--- config.mk ---
export PLATFORM = sky130hd
export DESIGN_NAME = axi_pattern_gen
export DESIGN_NICKNAME = d
export VERILOG_FILES = /design/src/rtl/axi_pattern_gen.sv
export SDC_FILE = /design/constraint.sdc
export NUM_CORES = 1
export LEC_CHECK = 0
export CAP_MARGIN = 15
export CORE_UTILIZATION = 45
export DETAILED_ROUTE_END_ITERATION = 12
export PLACE_DENSITY_LB_ADDON = 0.25
export SLEW_MARGIN = 5
export SYNTH_ARGS = -nofsm -noshare
export SYNTH_HDL_FRONTEND = slang
export SYNTH_SLANG_ARGS = --single-unit
--- constraint.sdc ---
create_clock -name clk -period 1.6 [get_ports clk]
set_input_delay 0.32 -clock clk [delete_from_list [all_inputs] [get_ports clk]]
set_output_delay 0.32 -clock clk [all_outputs]
set_load 0.005 [all_outputs]
--- src/rtl/axi_pattern_gen.sv ---
// Test-pattern generator: either an incrementing counter from SEED or a 32-bit Galois LFSR
// replicated across DATA_WIDTH. Reloads on load, steps once per advance.
module axi_pattern_gen #(
    parameter int unsigned DATA_WIDTH   = 32,
    parameter int unsigned PATTERN_MODE = 0,
    parameter logic [31:0] SEED         = 32'h1
) (
    input  logic                  clk,
    input  logic                  reset,
    input  logic                  load,
    input  logic                  advance,
    output logic [DATA_WIDTH-1:0] data
);

    // x^32 + x^22 + x^2 + x + 1, right-shifting Galois form
    localparam logic [31:0] LFSR_POLY = 32'h8020_0003;

    if (PATTERN_MODE == 0) begin : g_inc
        logic [DATA_WIDTH-1:0] cnt_q;

        // Counter starts at SEED and bumps on every consumed beat.
        always_ff @(posedge clk or negedge reset) begin
            if (!reset) begin
                cnt_q <= DATA_WIDTH'(SEED);
            end else if (load) begin
                cnt_q <= DATA_WIDTH'(SEED);
            end else if (advance) begin
                cnt_q <= cnt_q + 1'b1;
            end
        end

        assign data = cnt_q;
    end else begin : g_lfsr
        logic [31:0] lfsr_q;

        // LFSR state, seeded on reset and on every new run.
        always_ff @(posedge clk or negedge reset) begin
            if (!reset) begin
                lfsr_q <= SEED;
            end else if (load) begin
                lfsr_q <= SEED;
            end else if (advance) begin
                lfsr_q <= {1'b0, lfsr_q[31:1]} ^ (lfsr_q[0] ? LFSR_POLY : 32'h0);
            end
        end

        // Replicate the 32-bit word over the bus (truncated for narrow buses).
        always_comb begin
            data = '0;
            for (int i = 0; i < int'(DATA_WIDTH); i++) begin
                data[i] = lfsr_q[i % 32];
            end
        end
    end

endmodule

-- Yosys cells after proc, flatten, opt, wreduce, memory -nomap -nowiden
Index checks and enable logic that the tools add are counted.
- output and inout port bits: 32
- bits of input ports: 4
- flip-flop bits (word level): 32
- logic and storage cells: 5
- mux-type cells: 2
- add/subtract/negate cells: 1
- reduce and logical (&&, ||, !) cells: 1
- operator list (operator ; number):
    32-bit 2-to-1 mux ; 2
    32-bit by 1-bit adder with 32-bit output (second input constant) ; 1
    2-bit nonzero test ; 1

-- Depth between registers and ports, before layout
Gate-level depths: netlist (run 1).
- word-level depth: 3
- mapped depth: 6

-- Least setup slack after synthesis (run 1)
Ideal clock, no wire load.
- kind: register to register
- start point: register g_inc.cnt_q[0] (netlist: data[0])
- end point: register g_inc.cnt_q[22] (netlist: data[22])
- arrival: 1.666 ns
- setup time: 0.078 ns
- cell stages (with the launch flop): 6
- path slack: -0.144 ns
- path buffers: 0
- clock period less this slack: 1.744 ns
- required time: 1.522 ns
- cell sequence: dfstp_2 ha_1 o211a_1 nand4_2 or4_1 a21oi_1
- cells in the longest elaborated chain, start to end: 3
- ends and longest elaborated chain (what ; RTL line ; source):
    start, declared ; 19 ; logic [DATA_WIDTH-1:0] cnt_q;
    start signal, assigned ; 24 ; cnt_q <= DATA_WIDTH'(SEED);
    start signal, assigned ; 26 ; cnt_q <= DATA_WIDTH'(SEED);
    start signal, assigned ; 28 ; cnt_q <= cnt_q + 1'b1;
    32-bit by 1-bit adder with 32-bit output ; 28 ;
    32-bit 2-to-1 mux ; 27 ; end else if (advance) begin
    32-bit 2-to-1 mux ; 25 ; end else if (load) begin
Every way passes these cells. The select of a mux whose other input is x is not followed.
A chain may end at the register's enable or synchronous reset.

-- Final worst setup path (run 1)
- start point: register g_inc.cnt_q[0] (netlist: data[0])
- end point: register g_inc.cnt_q[19] (netlist: data[19])
Same word-level chain as after synthesis.

==> flow_summary.toml, run 1 <==
[status]
status = "finished, violations left"
violations = "setup timing"

[setup_path]
crit_chain = "buf_6 -> o2111a_2 -> buf_12 -> nand4_4 -> o31ai_1 -> a21oi_1"
critPathLaunchType = "flop"
critPathTopFamily = "compound AO/OA/AOI/OAI gates"
cpMaxStageDelayCell = "dfstp_2"
endpoint_kind = "flop"
worst-path-stages = 6
critPathMaxStageDelay_ns = 0.56
path_buf_inv = 2
crit_type = "flop to flop"
arrival_ns = 2.01
r2r_cells = 6
required_ns = 1.77
crit_fanout = 6

[floorplan]
io_pins = 36
dieArea_mm2 = 0.00407
coreArea_mm2 = 0.00366
rows = 22
die_x_um = 63.8
die_h_um = 63.8
start_util = 0.469

[power]
p_leak_nw = 1.47
pwr_density_cell_mw_per_mm2 = 610
peakVddDrop_mv = 0.552

[drt]
antenna_left = 0
viasPerCell = 5.87
drt_iter0_drc = 159
vias = 1801
wl_per_cell_um = 19.5
wirelength_um = 5990
drtPass1Iterations = 4
drc = 0

[timing]
slew_viol_final = 0
min_period_ns = 1.84
hold_viol_final = 0
setup_viol_count_final = 23
fmax_mhz = 542
holdWs_ns = 0.295
slew_headroom = 0.752
fin_skew_ns = 0.00880
rsz0062_at_grt = "true"
period_share = 1.15
tightest_slew_ns = 0.371
postLayoutSetupSlackWorst_ns = -0.244

[cells_and_area]
drive_gt1_frac = 0.413
seq_area_um2 = 805
diodes = 0
largest_reg_flops = 32
nets = 263
syn_to_final_growth_pct = 66.5
design_area_mm2 = 0.00286
fillerInstances = 217
multi_input_area_mm2 = 0.00106

[yosys]
seq_area_frac_synth = 0.467
yosysTopAreaCell = "dfrtp_1"
ys.flop_type = "dfrtp_1"
synth_top_cell_area_share = 0.452
syn_avg_cell_area_um2 = 10.0
netlist_top_cells_area = "dfrtp_1 45%, a21oi_1 4.4%, mux2_1 3.9%, nand4_1 3.6%, nor2_1 3.5%"
ys_ff_latch = 32
synth_fp_nets = 176
async_flop_share = 1.00
ys_types = 37
yosys_warnings = 0
synth_cells = 171
synth_edf_count = 0
synthesis.area_mm2 = 0.00172

[place]
dp_worst_setup_slack_ns = -0.410
gp_congestion = 0.796
portBuffers = 35
placed_cell_area_mm2 = 0.00237
hpwl_um = 3070

[clock_tree]
cts_root_buf = "clkbuf_8"
clk_latency_ns = 0.30
clk_pin_slew_ns = 0.07
cts_inserted_buffers = 5
htree_num_levels = 2
clk_path_buf_depth = 2
cts_tree = "done"
cts.sink_count = 32
hold_buffers = 0

[global_route]
grt_pass1_wl_um = 8550
grt_overflow = 0
antenna_found_initial = 0
track_usage = 0.283
grt_max_degree = 40
grt_pass1_vias = 1749

[worst_hold_path]
holdCritPathClass = "primary input to async pin"

[job]
max-cap-violations = 0
-- worst reg2reg max path: cells and delay by family, from the launching register on --
family	cells	cell delay (ns)
compound gates	3	0.78
buf+inv	2	0.23
simple gates	1	0.14
flops	1	0.56
-- final timing paths --
check | startpoint | slack [ns] | to
setup / recovery | data[0] | -0.24 | data[19]
hold / removal | reset | 0.30 | data[28]
setup reg to reg | data[0] | -0.24 | data[19]
hold reg to reg | data[24] | 0.63 | data[24]
max in group asynchronous | reset | 0.74 | data[15]
min in group clk | load | 0.55 | data[10]
-- power breakdown --
group | switching, mW | leakage, nW | internal [mW]
registers | 0.00970 | 0.439 | 0.819
clock network | 0.313 | 0.0552 | 0.462
logic | 0.0733 | 0.980 | 0.0676
total | 0.396 | 1.47 | 1.35
-- routing by layer --
metal | part of all wire | track usage | vias to the layer above
met4 | 0.045 | 0.165 | 0
met3 | 0.045 | 0.0625 | 26
met5 | 0 | 0 | -
met2 | 0.51 | 0.475 | 78
met1 | 0.40 | 0.331 | 883
li1 | - | - | 814
-- cell type report --
type | count | area share
Clock buffer | 6 | 0.0254
Timing Repair Buffer | 87 | 0.285
Inverter | 2 | 0.00262
Multi-Input combinational cell | 130 | 0.372
Clock inverter | 2 | 0.0122
Tap cell | 48 | 0.0210
Sequential cell | 32 | 0.281
-- stage by stage --
stage	utilization	power, mW	setup TNS (ns)	instances
2_1_floorplan	-	0.883	-0.704	171
4_1_cts	0.732	1.74	-1.96	302
3_3_place_gp	0.649	0.947	-6.52	283
3_5_place_dp	0.649	0.953	-7.80	283
5_1_grt	0.781	1.78	-3.29	307
6_report	0.781	1.74	-2.23	307
-- kinds of logic after synthesis --
logic type | share of synthesized area
flops | 0.467
mux | 0.0452
buf+inv | 0.0313
xor+xnor | 0.0510
fa+ha+maj | 0.00728
compound gates | 0.117
simple gates | 0.281
-- synth_stat cells (2+ instances only) --
cell / number
o31ai_1: 6
xnor2_1: 5
dfrtp_1: 31
clkbuf_1: 3
nor2_1: 16
a21oi_1: 15
nand3_1: 8
xor2_1: 5
nand2_1: 6
or4_1: 6
and4_1: 2
nand4_2: 2
nand4_1: 10
o21ai_0: 8
inv_1: 2
mux2_1: 6
or3_1: 8
nor2b_1: 6
buf_2: 4
and2_1: 2
and3_1: 4
-- cell usage in the layout, fill, tap and decap left out, drive strengths merged, types with 6 or more instances in the layout --
| cell | count |
|---|---|
| clkbuf | 7 |
| dfrtp | 31 |
| clkdlybuf4s50 | 15 |
| o21ai | 8 |
| nand4 | 15 |
| or4 | 6 |
| nand3 | 8 |
| a21oi | 15 |
| mux2 | 6 |
| dlygate4sd2 | 9 |
| o31ai | 6 |
| buf | 52 |
| nand2 | 6 |
| dlymetal6s2s | 10 |
| nor2 | 16 |
| or3 | 8 |
| nor2b | 6 |
-- timing repair --
| action | CTS | global route |
|---|---|---|
| setup endpoints to repair | 39 | 35 |
| cloned | 2 | 0 |
| buffers inserted | 9 | 6 |
| pin swaps | 6 | 10 |
| gates resized for setup | 34 | 44 |
| endpoints found under the hold margin | 0 | 0 |
Note: power is estimated with default switching activity, not from simulation.
==> run 2, diff against run 1 <==
- PLACE_DENSITY: not set -> 0.73
- PLACE_DENSITY_LB_ADDON: 0.25 -> not set
==> run 2 against run 1 <==
  * The run still ends with setup timing left
  * Clock-buffer cell count rose by 1
  * Combinational power fell by 11%
  * Clock power fell by 13%
  * Core utilization fell by 2.6 points
  * Design area fell by 3.3%
  * Register-to-register slack improved by 0.05 ns
  * Sequential cell count did not move
  * Sequential power barely moved
  * Routed wire length fell by 18%
  * Worst setup slack improved by 0.045 ns
  * Largest power group unchanged
==> flow_summary.toml, run 2 (synthesized netlist as in run 1, its figures left out) <==
[status]
status = "finished, violations left"
violations = "setup timing"

[timing]
fmax_mhz = 556
tightest_slew_ns = 0.254
setup_viol_count_final = 21
fin_setup_tns_ns = -2.37
fin_skew_ns = 0.00990
min_period_ns = 1.80
slew_headroom = 0.831
rsz0062_at_grt = "true"
hold_viol_final = 0
postLayoutSetupSlackWorst_ns = -0.199
slew_viol_final = 0
period_share = 1.12
holdWs_ns = 0.404

[cells_and_area]
largest_reg_flops = 32
diodes = 0
final_cells = 302
multi_input_area_um2 = 981
final_common_cell = "buf_4"
seq_area_um2 = 806
nets = 259
most-common-layout-cells = "36 x buf_4, 28 x dfrtp_1, 19 x clkdlybuf4s50_1"
drive_gt1_frac = 0.343
utilization = 0.756
syn_to_final_growth_pct = 61.0
fillerInstances = 226

[clock_tree]
cts_inserted_buffers = 5
clk_path_buf_depth = 2
clk_pin_slew_ns = 0.07
hold_buffers = 0
cts_tree = "done"
clk_latency_ns = 0.29
htree_num_levels = 2
cts_root_buf = "clkbuf_8"
cts.sink_count = 32

[drt]
antenna_left = 0
drtPass1Iterations = 4
drt_iter0_drc = 163
viasPerCell = 5.76
drc = 0
wl_per_cell_um = 16.3
wirelength_um = 4920
vias = 1739

[setup_path]
crit_type = "flop to flop"
crit_fanout = 6
reg2reg_to = "data[22]"
r2r_start = "data[0]"
required_ns = 1.81
critPathLaunchType = "flop"
arrival_ns = 2.01
ff2ff_setup_slack_ns = -0.20
r2r_cells = 6
endpoint_kind = "flop"

[power]
switchingPower_uw = 368
p_leak_nw = 1.42
p_int_mw = 1.26
pwr-share-clk = 0.415
p_comb_frac = 0.078
pwr_density_cell_mw_per_mm2 = 589
power_frac_seq = 0.507
p_sw_frac = 0.226
peakVddDrop_mv = 0.538

[global_route]
antenna_found_initial = 0
grt_pass1_wl_um = 7680
grt_overflow = 0
track_usage = 0.248
grt_max_degree = 33
grt_pass1_vias = 1690

[floorplan]
start_util = 0.469
rows = 22
die_x_um = 63.8
die_h_um = 63.8
coreArea_mm2 = 0.00366
dieArea_mm2 = 0.00407
io_pins = 36

[place]
hpwl_um = 2980
portBuffers = 35
dp_worst_setup_slack_ns = -0.417
dp.cells = 280
gp_congestion = 0.787

[job]
max-cap-violations = 0

[worst_hold_path]
holdCritPathClass = "primary input to async pin"
## run 2: cell type report
type	instances	share of cell area
Inverter	2	0.00271
Sequential cell	32	0.291
Multi-Input combinational cell	129	0.355
Timing Repair Buffer	84	0.295
Tap cell	48	0.0217
Clock buffer	7	0.0348
## run 2: stage by stage
step	total power [mW]	instance area (um^2)
final	1.63	2770
after global routing	1.69	2770
after detailed placement	0.957	2380
after floorplan	0.883	1740
after global placement	0.952	2380
after CTS	1.63	2580
## run 2: metal layers
metal | vias up | wire [um] | global-route usage
li1 | 803 | - | -
met4 | 0 | 130 | 0.105
met5 | - | 0 | 0
met1 | 865 | 1940 | 0.299
met3 | 14 | 247 | 0.0607
met2 | 57 | 2600 | 0.420
## run 2: critical path, cell delays in order (launching register included)
cell and delay [ns]:
dfstp_2 0.55, ha_4 0.14, o211a_4 0.17, nand4_4 0.11, buf_12 0.17, or4_1 0.41, a21oi_1 0.16
## run 2: repair_timing
item                       CTS  global route
pin swaps                    6             4
setup endpoints to repair   29            34
resized for setup           18            32
setup buffers                8             5
gates cloned                 1             1
## run 2: worst max path at each step
stage	start	end	slack [ns]	depth (start not counted)
detailed placement	load	data[31]	-0.42	5
global placement	load	data[29]	-0.36	5
floorplan	data[0]	data[16]	-0.1	6
global route	data[0]	data[21]	-0.22	5
finish	data[0]	data[22]	-0.20	6
CTS	data[0]	data[24]	-0.17	6
## run 2: power groups by stage
stage / sequential [mW] / combinational (mW) / clock [mW]
2_1_floorplan: 0.845 / 0.0382 / 0
3_3_place_gp: 0.838 / 0.114 / 0
3_5_place_dp: 0.839 / 0.118 / 0
4_1_cts: 0.824 / 0.122 / 0.683
5_1_grt: 0.827 / 0.142 / 0.726
6_report: 0.827 / 0.126 / 0.677
